<file path="config.mk">
export PLATFORM = sky130hd
export DESIGN_NAME = vga_timing_ctrl_flat
export DESIGN_NICKNAME = d
export VERILOG_FILES = /design/src/rtl/vga_pkg.sv /design/src/rtl/vga_timing_ctrl_if.sv /design/src/rtl/vga_pix_prescaler.sv /design/src/rtl/vga_timing_ctrl.sv /design/src/flat_wrapper.sv
export SDC_FILE = /design/constraint.sdc
export NUM_CORES = 1
export LEC_CHECK = 0
export ABC_AREA = 0
export BUFFER_PORTS_ARGS = -buffer_cell sky130_fd_sc_hd__clkbuf_2
export CELL_PAD_IN_SITES_DETAIL_PLACEMENT = 2
export CELL_PAD_IN_SITES_GLOBAL_PLACEMENT = 2
export CORE_MARGIN = 2
export CORE_UTILIZATION = 42
export CTS_BUF_LIST = sky130_fd_sc_hd__clkbuf_4 sky130_fd_sc_hd__clkbuf_8
export CTS_CLUSTER_DIAMETER = 120
export DETAILED_ROUTE_END_ITERATION = 6
export PLACE_DENSITY_LB_ADDON = 0.05
export SLEW_MARGIN = 25
export SYNTH_ARGS = -nofsm -noshare
export SYNTH_HDL_FRONTEND = slang
export SYNTH_HIERARCHICAL = 1
export SYNTH_SLANG_ARGS = --single-unit
export TNS_END_PERCENT = 50
</file>
<file path="constraint.sdc">
create_clock -name clkin -period 7.29 [get_ports clkin]
set_input_delay 1.458 -clock clkin [delete_from_list [all_inputs] [get_ports clkin]]
set_output_delay 1.458 -clock clkin [all_outputs]
set_load 0.01 [all_outputs]
</file>
<file path="src/rtl/vga_pkg.sv">
// Shared VGA raster constants, phase encoding and phase-length helpers.
// Default timing is 640x480@60 from a 50 MHz clkin.
package vga_pkg;

    localparam int unsigned CNT_W  = 10;
    localparam int unsigned FCNT_W = 16;
    localparam int unsigned PRE_W  = 16;

    localparam int unsigned DEF_CLK_DIV  = 2;
    localparam int unsigned DEF_H_ACTIVE = 640;
    localparam int unsigned DEF_H_FP     = 16;
    localparam int unsigned DEF_H_SYNC   = 96;
    localparam int unsigned DEF_H_BP     = 48;
    localparam int unsigned DEF_V_ACTIVE = 480;
    localparam int unsigned DEF_V_FP     = 10;
    localparam int unsigned DEF_V_SYNC   = 2;
    localparam int unsigned DEF_V_BP     = 33;

    localparam int unsigned SYNC_ACTIVE_LOW = 0;
    localparam int unsigned DEF_SYNC_POL    = SYNC_ACTIVE_LOW;

    typedef enum logic [1:0] {
        PH_ACT = 2'd0,
        PH_FP  = 2'd1,
        PH_SYN = 2'd2,
        PH_BP  = 2'd3
    } phase_e;

    function automatic phase_e phase_next(input phase_e ph);
        phase_e nxt;
        case (ph)
            PH_ACT:  nxt = PH_FP;
            PH_FP:   nxt = PH_SYN;
            PH_SYN:  nxt = PH_BP;
            default: nxt = PH_ACT;
        endcase
        return nxt;
    endfunction

    // Terminal count of a phase: the counter value on which the FSM leaves it.
    function automatic logic [CNT_W-1:0] phase_last(input phase_e ph,
                                                    input int unsigned len_act,
                                                    input int unsigned len_fp,
                                                    input int unsigned len_syn,
                                                    input int unsigned len_bp);
        int unsigned len;
        case (ph)
            PH_ACT:  len = len_act;
            PH_FP:   len = len_fp;
            PH_SYN:  len = len_syn;
            default: len = len_bp;
        endcase
        return CNT_W'(len - 1);
    endfunction

endpackage

</file>
<file path="src/rtl/vga_timing_ctrl_if.sv">
// Raster output bundle between vga_timing_ctrl (master) and the pixel/colour path (slave).
// frame_start/frame_cnt exist only when VGA_FRAME_IRQ_EN is defined.
interface vga_timing_ctrl_if;
    import vga_pkg::*;

    logic              en;
    logic              pix_tick;
    logic              hsync;
    logic              vsync;
    logic              valid;
    logic [CNT_W-1:0]  h_addr;
    logic [CNT_W-1:0]  v_addr;
`ifdef VGA_FRAME_IRQ_EN
    logic              frame_start;
    logic [FCNT_W-1:0] frame_cnt;

    modport master (
        input  en,
        output pix_tick, hsync, vsync, valid, h_addr, v_addr, frame_start, frame_cnt
    );
    modport slave (
        output en,
        input  pix_tick, hsync, vsync, valid, h_addr, v_addr, frame_start, frame_cnt
    );
`else
    modport master (
        input  en,
        output pix_tick, hsync, vsync, valid, h_addr, v_addr
    );
    modport slave (
        output en,
        input  pix_tick, hsync, vsync, valid, h_addr, v_addr
    );
`endif

endinterface

</file>
<file path="src/rtl/vga_pix_prescaler.sv">
// Divides clkin into a pixel-rate advance strobe (adv_c) and its registered one-cycle pulse.
// Count holds while en is low, so a resumed run continues from the same phase.
module vga_pix_prescaler
    import vga_pkg::*;
#(
    parameter int unsigned CLK_DIV = DEF_CLK_DIV
) (
    input  logic clkin,
    input  logic rst,
    input  logic en,
    output logic adv_c,
    output logic pix_tick
);

    localparam logic [PRE_W-1:0] CNT_LAST = PRE_W'(CLK_DIV - 1);

    logic [PRE_W-1:0] r_cnt;
    logic             r_tick;

    assign adv_c    = en && (r_cnt == CNT_LAST);
    assign pix_tick = r_tick;

    always_ff @(posedge clkin) begin
        if (rst) begin
            r_cnt  <= '0;
            r_tick <= 1'b0;
        end else begin
            r_tick <= adv_c;
            if (en) begin
                r_cnt <= adv_c ? '0 : r_cnt + 1'b1;
            end
        end
    end

endmodule

</file>
<file path="src/rtl/vga_timing_ctrl.sv">
// VGA raster sequencer: pixel prescaler plus horizontal/vertical phase FSMs with registered decode.
// Optional frame interrupt outputs are built when VGA_FRAME_IRQ_EN is defined.
module vga_timing_ctrl
    import vga_pkg::*;
#(
    parameter int unsigned CLK_DIV  = DEF_CLK_DIV,
    parameter int unsigned H_ACTIVE = DEF_H_ACTIVE,
    parameter int unsigned H_FP     = DEF_H_FP,
    parameter int unsigned H_SYNC   = DEF_H_SYNC,
    parameter int unsigned H_BP     = DEF_H_BP,
    parameter int unsigned V_ACTIVE = DEF_V_ACTIVE,
    parameter int unsigned V_FP     = DEF_V_FP,
    parameter int unsigned V_SYNC   = DEF_V_SYNC,
    parameter int unsigned V_BP     = DEF_V_BP,
    parameter int unsigned SYNC_POL = DEF_SYNC_POL
) (
    input  logic              clkin,
    input  logic              rst,
    vga_timing_ctrl_if.master bus
);

    localparam logic             SYNC_LVL  = 1'(SYNC_POL);
    localparam logic [CNT_W-1:0] H_RST_CNT = CNT_W'(H_BP - 1);
    localparam logic [CNT_W-1:0] V_RST_CNT = CNT_W'(V_BP - 1);

    logic w_adv_c;
    logic w_pix_tick;

    vga_pix_prescaler #(
        .CLK_DIV (CLK_DIV)
    ) u_prescaler (
        .clkin    (clkin),
        .rst      (rst),
        .en       (bus.en),
        .adv_c    (w_adv_c),
        .pix_tick (w_pix_tick)
    );

    phase_e           r_hph;
    phase_e           r_vph;
    logic [CNT_W-1:0] r_hcnt;
    logic [CNT_W-1:0] r_vcnt;

    phase_e           w_hph_nxt;
    phase_e           w_vph_nxt;
    logic [CNT_W-1:0] w_hcnt_nxt;
    logic [CNT_W-1:0] w_vcnt_nxt;
    logic             w_h_wrap;
    logic             w_valid_nxt;

    logic             r_hsync;
    logic             r_vsync;
    logic             r_valid;
    logic [CNT_W-1:0] r_h_addr;
    logic [CNT_W-1:0] r_v_addr;

    // Next raster position, applied only on a pixel-advance edge.
    always_comb begin
        w_hph_nxt  = r_hph;
        w_hcnt_nxt = r_hcnt + 1'b1;
        w_vph_nxt  = r_vph;
        w_vcnt_nxt = r_vcnt;
        w_h_wrap   = 1'b0;

        if (r_hcnt == phase_last(r_hph, H_ACTIVE, H_FP, H_SYNC, H_BP)) begin
            w_hph_nxt  = phase_next(r_hph);
            w_hcnt_nxt = '0;
            w_h_wrap   = (r_hph == PH_BP);
        end

        if (w_h_wrap) begin
            if (r_vcnt == phase_last(r_vph, V_ACTIVE, V_FP, V_SYNC, V_BP)) begin
                w_vph_nxt  = phase_next(r_vph);
                w_vcnt_nxt = '0;
            end else begin
                w_vcnt_nxt = r_vcnt + 1'b1;
            end
        end
    end

    assign w_valid_nxt = (w_hph_nxt == PH_ACT) && (w_vph_nxt == PH_ACT);

    // Phase FSMs and decoded outputs share the advance edge so outputs never lag position.
    always_ff @(posedge clkin) begin
        if (rst) begin
            r_hph    <= PH_BP;
            r_hcnt   <= H_RST_CNT;
            r_vph    <= PH_BP;
            r_vcnt   <= V_RST_CNT;
            r_hsync  <= ~SYNC_LVL;
            r_vsync  <= ~SYNC_LVL;
            r_valid  <= 1'b0;
            r_h_addr <= '0;
            r_v_addr <= '0;
        end else if (w_adv_c) begin
            r_hph    <= w_hph_nxt;
            r_hcnt   <= w_hcnt_nxt;
            r_vph    <= w_vph_nxt;
            r_vcnt   <= w_vcnt_nxt;
            r_hsync  <= (w_hph_nxt == PH_SYN) ? SYNC_LVL : ~SYNC_LVL;
            r_vsync  <= (w_vph_nxt == PH_SYN) ? SYNC_LVL : ~SYNC_LVL;
            r_valid  <= w_valid_nxt;
            r_h_addr <= w_valid_nxt ? w_hcnt_nxt : '0;
            r_v_addr <= w_valid_nxt ? w_vcnt_nxt : '0;
        end
    end

    assign bus.pix_tick = w_pix_tick;
    assign bus.hsync    = r_hsync;
    assign bus.vsync    = r_vsync;
    assign bus.valid    = r_valid;
    assign bus.h_addr   = r_h_addr;
    assign bus.v_addr   = r_v_addr;

`ifdef VGA_FRAME_IRQ_EN
    logic              w_enter_origin_c;
    logic              r_frame_start;
    logic [FCNT_W-1:0] r_frame_cnt;

    assign w_enter_origin_c = w_adv_c && w_valid_nxt && (w_hcnt_nxt == '0) && (w_vcnt_nxt == '0);

    // Frame pulse lasts one clkin cycle regardless of en.
    always_ff @(posedge clkin) begin
        if (rst) begin
            r_frame_start <= 1'b0;
            r_frame_cnt   <= '0;
        end else begin
            r_frame_start <= w_enter_origin_c;
            if (w_enter_origin_c) begin
                r_frame_cnt <= r_frame_cnt + 1'b1;
            end
        end
    end

    assign bus.frame_start = r_frame_start;
    assign bus.frame_cnt   = r_frame_cnt;
`endif

endmodule

</file>
<file path="src/flat_wrapper.sv">
// flat-port wrapper written by rule: the top's interface ports become plain ports
module vga_timing_ctrl_flat import vga_pkg::*;
#(
    parameter int unsigned CLK_DIV  = DEF_CLK_DIV,
    parameter int unsigned H_ACTIVE = DEF_H_ACTIVE,
    parameter int unsigned H_FP     = DEF_H_FP,
    parameter int unsigned H_SYNC   = DEF_H_SYNC,
    parameter int unsigned H_BP     = DEF_H_BP,
    parameter int unsigned V_ACTIVE = DEF_V_ACTIVE,
    parameter int unsigned V_FP     = DEF_V_FP,
    parameter int unsigned V_SYNC   = DEF_V_SYNC,
    parameter int unsigned V_BP     = DEF_V_BP,
    parameter int unsigned SYNC_POL = DEF_SYNC_POL
)
  (clkin, rst, bus_en, bus_pix_tick, bus_hsync, bus_vsync, bus_valid, bus_h_addr, bus_v_addr);
  vga_timing_ctrl_if bus_i ();
  input  logic clkin;
  input  logic rst;
  input wire logic [$bits(bus_i.en)-1:0] bus_en;
  output wire logic [$bits(bus_i.pix_tick)-1:0] bus_pix_tick;
  output wire logic [$bits(bus_i.hsync)-1:0] bus_hsync;
  output wire logic [$bits(bus_i.vsync)-1:0] bus_vsync;
  output wire logic [$bits(bus_i.valid)-1:0] bus_valid;
  output wire logic [$bits(bus_i.h_addr)-1:0] bus_h_addr;
  output wire logic [$bits(bus_i.v_addr)-1:0] bus_v_addr;
  assign bus_i.en = bus_en;
  assign bus_pix_tick = bus_i.pix_tick;
  assign bus_hsync = bus_i.hsync;
  assign bus_vsync = bus_i.vsync;
  assign bus_valid = bus_i.valid;
  assign bus_h_addr = bus_i.h_addr;
  assign bus_v_addr = bus_i.v_addr;
  vga_timing_ctrl #(.CLK_DIV(CLK_DIV), .H_ACTIVE(H_ACTIVE), .H_FP(H_FP), .H_SYNC(H_SYNC), .H_BP(H_BP), .V_ACTIVE(V_ACTIVE), .V_FP(V_FP), .V_SYNC(V_SYNC), .V_BP(V_BP), .SYNC_POL(SYNC_POL)) u_core (.clkin(clkin), .rst(rst), .bus(bus_i));
endmodule
</file>
==> key figures <==
Logic synthesis
  – Main flop type after synthesis: dfxtp_1
  – Syn_nets: 400
  – Share of flip-flops with an asynchronous set or reset: 0%
  – Sequential area share after synthesis: 36.76%
  – Top post-synthesis cells by area: dfxtp_1 37%, nor2_1 5.6%, ha_1 5.4%
  – Synth top area share: 36.76%
  – Ys Warns: 6
  – Synth cell types: 67
  – Synth Register Bits: 64
  – Cells after synthesis: 382
  – Synth area leader: dfxtp_1
  – Mapped cell area: 3486 um^2
  – Number of synthesized flops with an enable pin: 0
  – Syn Area/Cell: 9.125 um^2

Global route
  – Largest net degree at the start of global routing: 33
  – Aggregate global-route resource usage: 23.82%
  – Vias in the first global route: 3221
  – Initial antenna violation count: 0
  – Overflow after GRT: 0
  – Wire length of the first global-routing pass: 16620 um

Floorplan
  – Die height: 95.10 um
  – Cell Rows: 33
  – Die area: 9044 um^2
  – Io pins: 27
  – Area of the core: 8134 um^2
  – Die Width: 95.10 um
  – Starting Density: 42.85%

Power
  – Pwr/cell area: 256.7 nW/um^2
  – Sw Share: 32.37%
  – VDD IR max: 125.5 uV
  – Gate power share: 23.7%
  – Internal: 0.6822 mW
  – Clock share of power: 38.6%
  – Leakage: 1.546 nW
  – Switching Power: 0.3266 mW
  – Sequential share of power: 37.8%

Drt
  – DRT Pass-1 Iters: 4
  – Highest Signal Layer: met4
  – DRC errors left: 0
  – Met2 wire len: 5156 um
  – Vias post-DR: 3004
  – DR vias/cell: 5.856
  – DRT Wirelength: 10130 um
  – WL met1: 4604 um
  – Drt wl/cell: 19.74 um
  – Met3 wire length: 240 um
  – Antenna-violating nets left: 0
  – DRT iter0 DRCs: 94

Cells and area
  – Fillers: 887
  – N_diodes: 0
  – Fraction of layout cells with a size suffix above 1: 16.18%
  – Nets: 421
  – Area Overhead vs Synth: 12.74%

Clocking
  – CTS tree: yes
  – CTS buffer count: 9
  – CTS clk-pin slew, worst paths: 0.08 ns
  – CTS H-Tree Depth: 3
  – Clk sinks: 64
  – Post-CTS sizing: 0
  – Setup Fix Bufs, Post-CTS: 0
  – Hold_buf cts: 0
  – Clk buf depth: 2
  – Root Buffer Master: clkbuf_8
  – Skew-Pair Late Insertion Delay: 0.35 ns

Setup path
  – Critical path class: primary input to register
  – Critical path fanouts, max: 30
  – Crit. Startpoint: bus_en
  – Worst EP required: 7.53 ns
  – Max incr delay on CP: 0.76 ns
  – CP arrival: 4.22 ns
  – CP Launch Type: primary input
  – Critical-path cell list: clkbuf_2 > nor4b_1 > nand4_1 > clkinv_1 > inv_1 > nor2_1 > a221o_1
  – Reg2reg start: u_core/r_hph[0]
  – Slowest cell on the critical path: clkinv_1
  – Critical Path Sink Type: register

STA
  – Endpoints failing hold: 0
  – Fmax: 251.6 MHz
  – Period minus WS final: 3.974 ns
  – Hold Worst Slack: 0.4660 ns
  – Period utilization: 54.51%
  – RSZ-0062 raised after global routing: false
  – Slew Limit Fails: 0
  – Fin Setup TNS: 0 ns
  – Slew @ Worst Pin: 0.9371 ns
  – Max_slew headroom: 37.14%
  – Clk_skew: 0.009374 ns
  – Final setup fails: 0

Flow run
  – Max-cap violations: 0

Min path
  – Worst Min Path Start: u_core/bus.valid
  – Min-Delay Path Class: register to register

Run status
  – Status: finished clean

Placement
  – GP Congestion: 0.7723
  – HPWL after DPL: 7038 um
  – Input/output buffers: 26
[cells in the mapped netlist (3+ instances only)]
| cell type | instances |
|---|---|
| nor3_1 | 10 |
| mux2i_1 | 3 |
| or2_2 | 3 |
| and2_1 | 4 |
| nand3_1 | 14 |
| a31oi_1 | 5 |
| ha_1 | 15 |
| inv_1 | 12 |
| a32o_1 | 6 |
| and3_1 | 7 |
| nand2_1 | 17 |
| o21ai_0 | 13 |
| nand4_1 | 6 |
| nor2b_1 | 4 |
| nand3b_1 | 3 |
| nor2_1 | 52 |
| or3_1 | 4 |
| a21oi_1 | 8 |
| a2bb2oi_1 | 3 |
| a22o_1 | 14 |
| xor2_1 | 11 |
| xnor2_1 | 20 |
| clkbuf_1 | 10 |
| a211o_1 | 8 |
| nor4_2 | 4 |
| nand2b_1 | 6 |
| dfxtp_1 | 64 |
[routing by layer]
metal  global-route usage [%]  vias to the layer above
met4                    7.850                        0
met1                    29.17                     1530
li1                         -                     1424
met5                        0                        -
met2                    42.43                       37
met3                    3.715                       13
[path summary, 6_finish.rpt]
kind / slack [ns] / to / cells past startpoint
max: 3.32 / u_core/r_hcnt[3] / 7
min: 0.47 / u_core/bus.valid / 1
max reg2reg: 3.84 / u_core/bus.v_addr[2] / 8
min reg2reg: 0.47 / u_core/bus.valid / 1
[layout by cell type (no fill, tap or decap), drive strengths merged, types with 3 or more instances in the layout]
cell     netlist  final
a211oi         3      3
o21ai         14     14
nand2b         7      7
a2bb2oi        3      3
clkbuf        10     37
nand3         14     14
a22o          14     14
a32o           6      6
nand2         17     17
a211o          8      8
nor4           6      6
mux2i          4      4
nor3          10     10
o211ai         3      3
nand3b         3      3
inv           12     11
ha            15     15
or2            3      3
nor2          53     53
bufinv         0      3
nor2b          4      4
or3            4      4
dfxtp         64     64
and3           8      8
and2           4      4
clkinv         0      3
a21oi          8      8
nand4          9      9
xnor2         20     20
xor2          11     11
a31oi          5      5
[state kept, by name, summed over array words and instances, names as in the netlist]
signal and count:
u_core/r_vcnt 10, u_core/bus.v_addr 10, u_core/r_vph 2, u_core/bus.h_addr 10, u_core/u_prescaler/r_cnt 16, u_core/r_hcnt 10, u_core/r_hph 2, u_core/u_prescaler/pix_tick 1
u_core/bus.hsync 1, u_core/bus.vsync 1, u_core/bus.valid 1
[critical path, delay by kind of cell]
| kind | cells | cell delay, ns |
|---|---|---|
| buf+inv | 3 | 1.67 |
| simple gates | 3 | 0.66 |
| compound gates | 1 | 0.40 |
[layout make-up]
| class | count | area [um^2] | share of cell area [%] |
|---|---|---|---|
| Multi-Input combinational cell | 289 | 2086 | 53.07 |
| Sequential cell | 64 | 1281 | 32.60 |
| Timing Repair Buffer | 27 | 137.6 | 3.502 |
| Inverter | 12 | 45.04 | 1.146 |
| Clock buffer | 11 | 145.1 | 3.693 |
| Clock inverter | 5 | 103.9 | 2.642 |
| Tap cell | 105 | 131.4 | 3.343 |
[power by group through the flow]
stage | Clock, mW | Sequential (mW) | Combinational [mW]
3_5_place_dp | 0 | 0.388 | 0.234
4_1_cts | 0.396 | 0.381 | 0.236
6_report | 0.389 | 0.381 | 0.239
5_1_grt | 0.413 | 0.384 | 0.262
2_1_floorplan | 0 | 0.383 | 0.176
3_3_place_gp | 0 | 0.387 | 0.224
[logic make-up after synthesis]
kind of cell / after synthesis / share of synthesized area [%]
buffers and inverters: 29 / 3.625
AOI/OAI and AO/OA: 85 / 19.92
and+or+nand+nor: 153 / 24.70
DFF: 64 / 36.76
muxes: 5 / 1.831
xor gates and xnor gates: 31 / 7.789
adders and majority gates: 15 / 5.384
[through the flow]
stage          instance area [um^2]  std cells  power, mW  util (%)  setup WS, ns
2_1_floorplan                  3486        382     0.5598         -         4.234
3_3_place_gp                   3674        497     0.6114     45.16         2.771
3_5_place_dp                   3674        497     0.6225     45.16         2.622
4_1_cts                        3923        513      1.013     48.22         2.958
5_1_grt                        3930        513      1.058     48.32         2.902
6_report                       3930        513      1.009     48.32         3.316
Note: power is estimated with default switching activity, not from simulation.
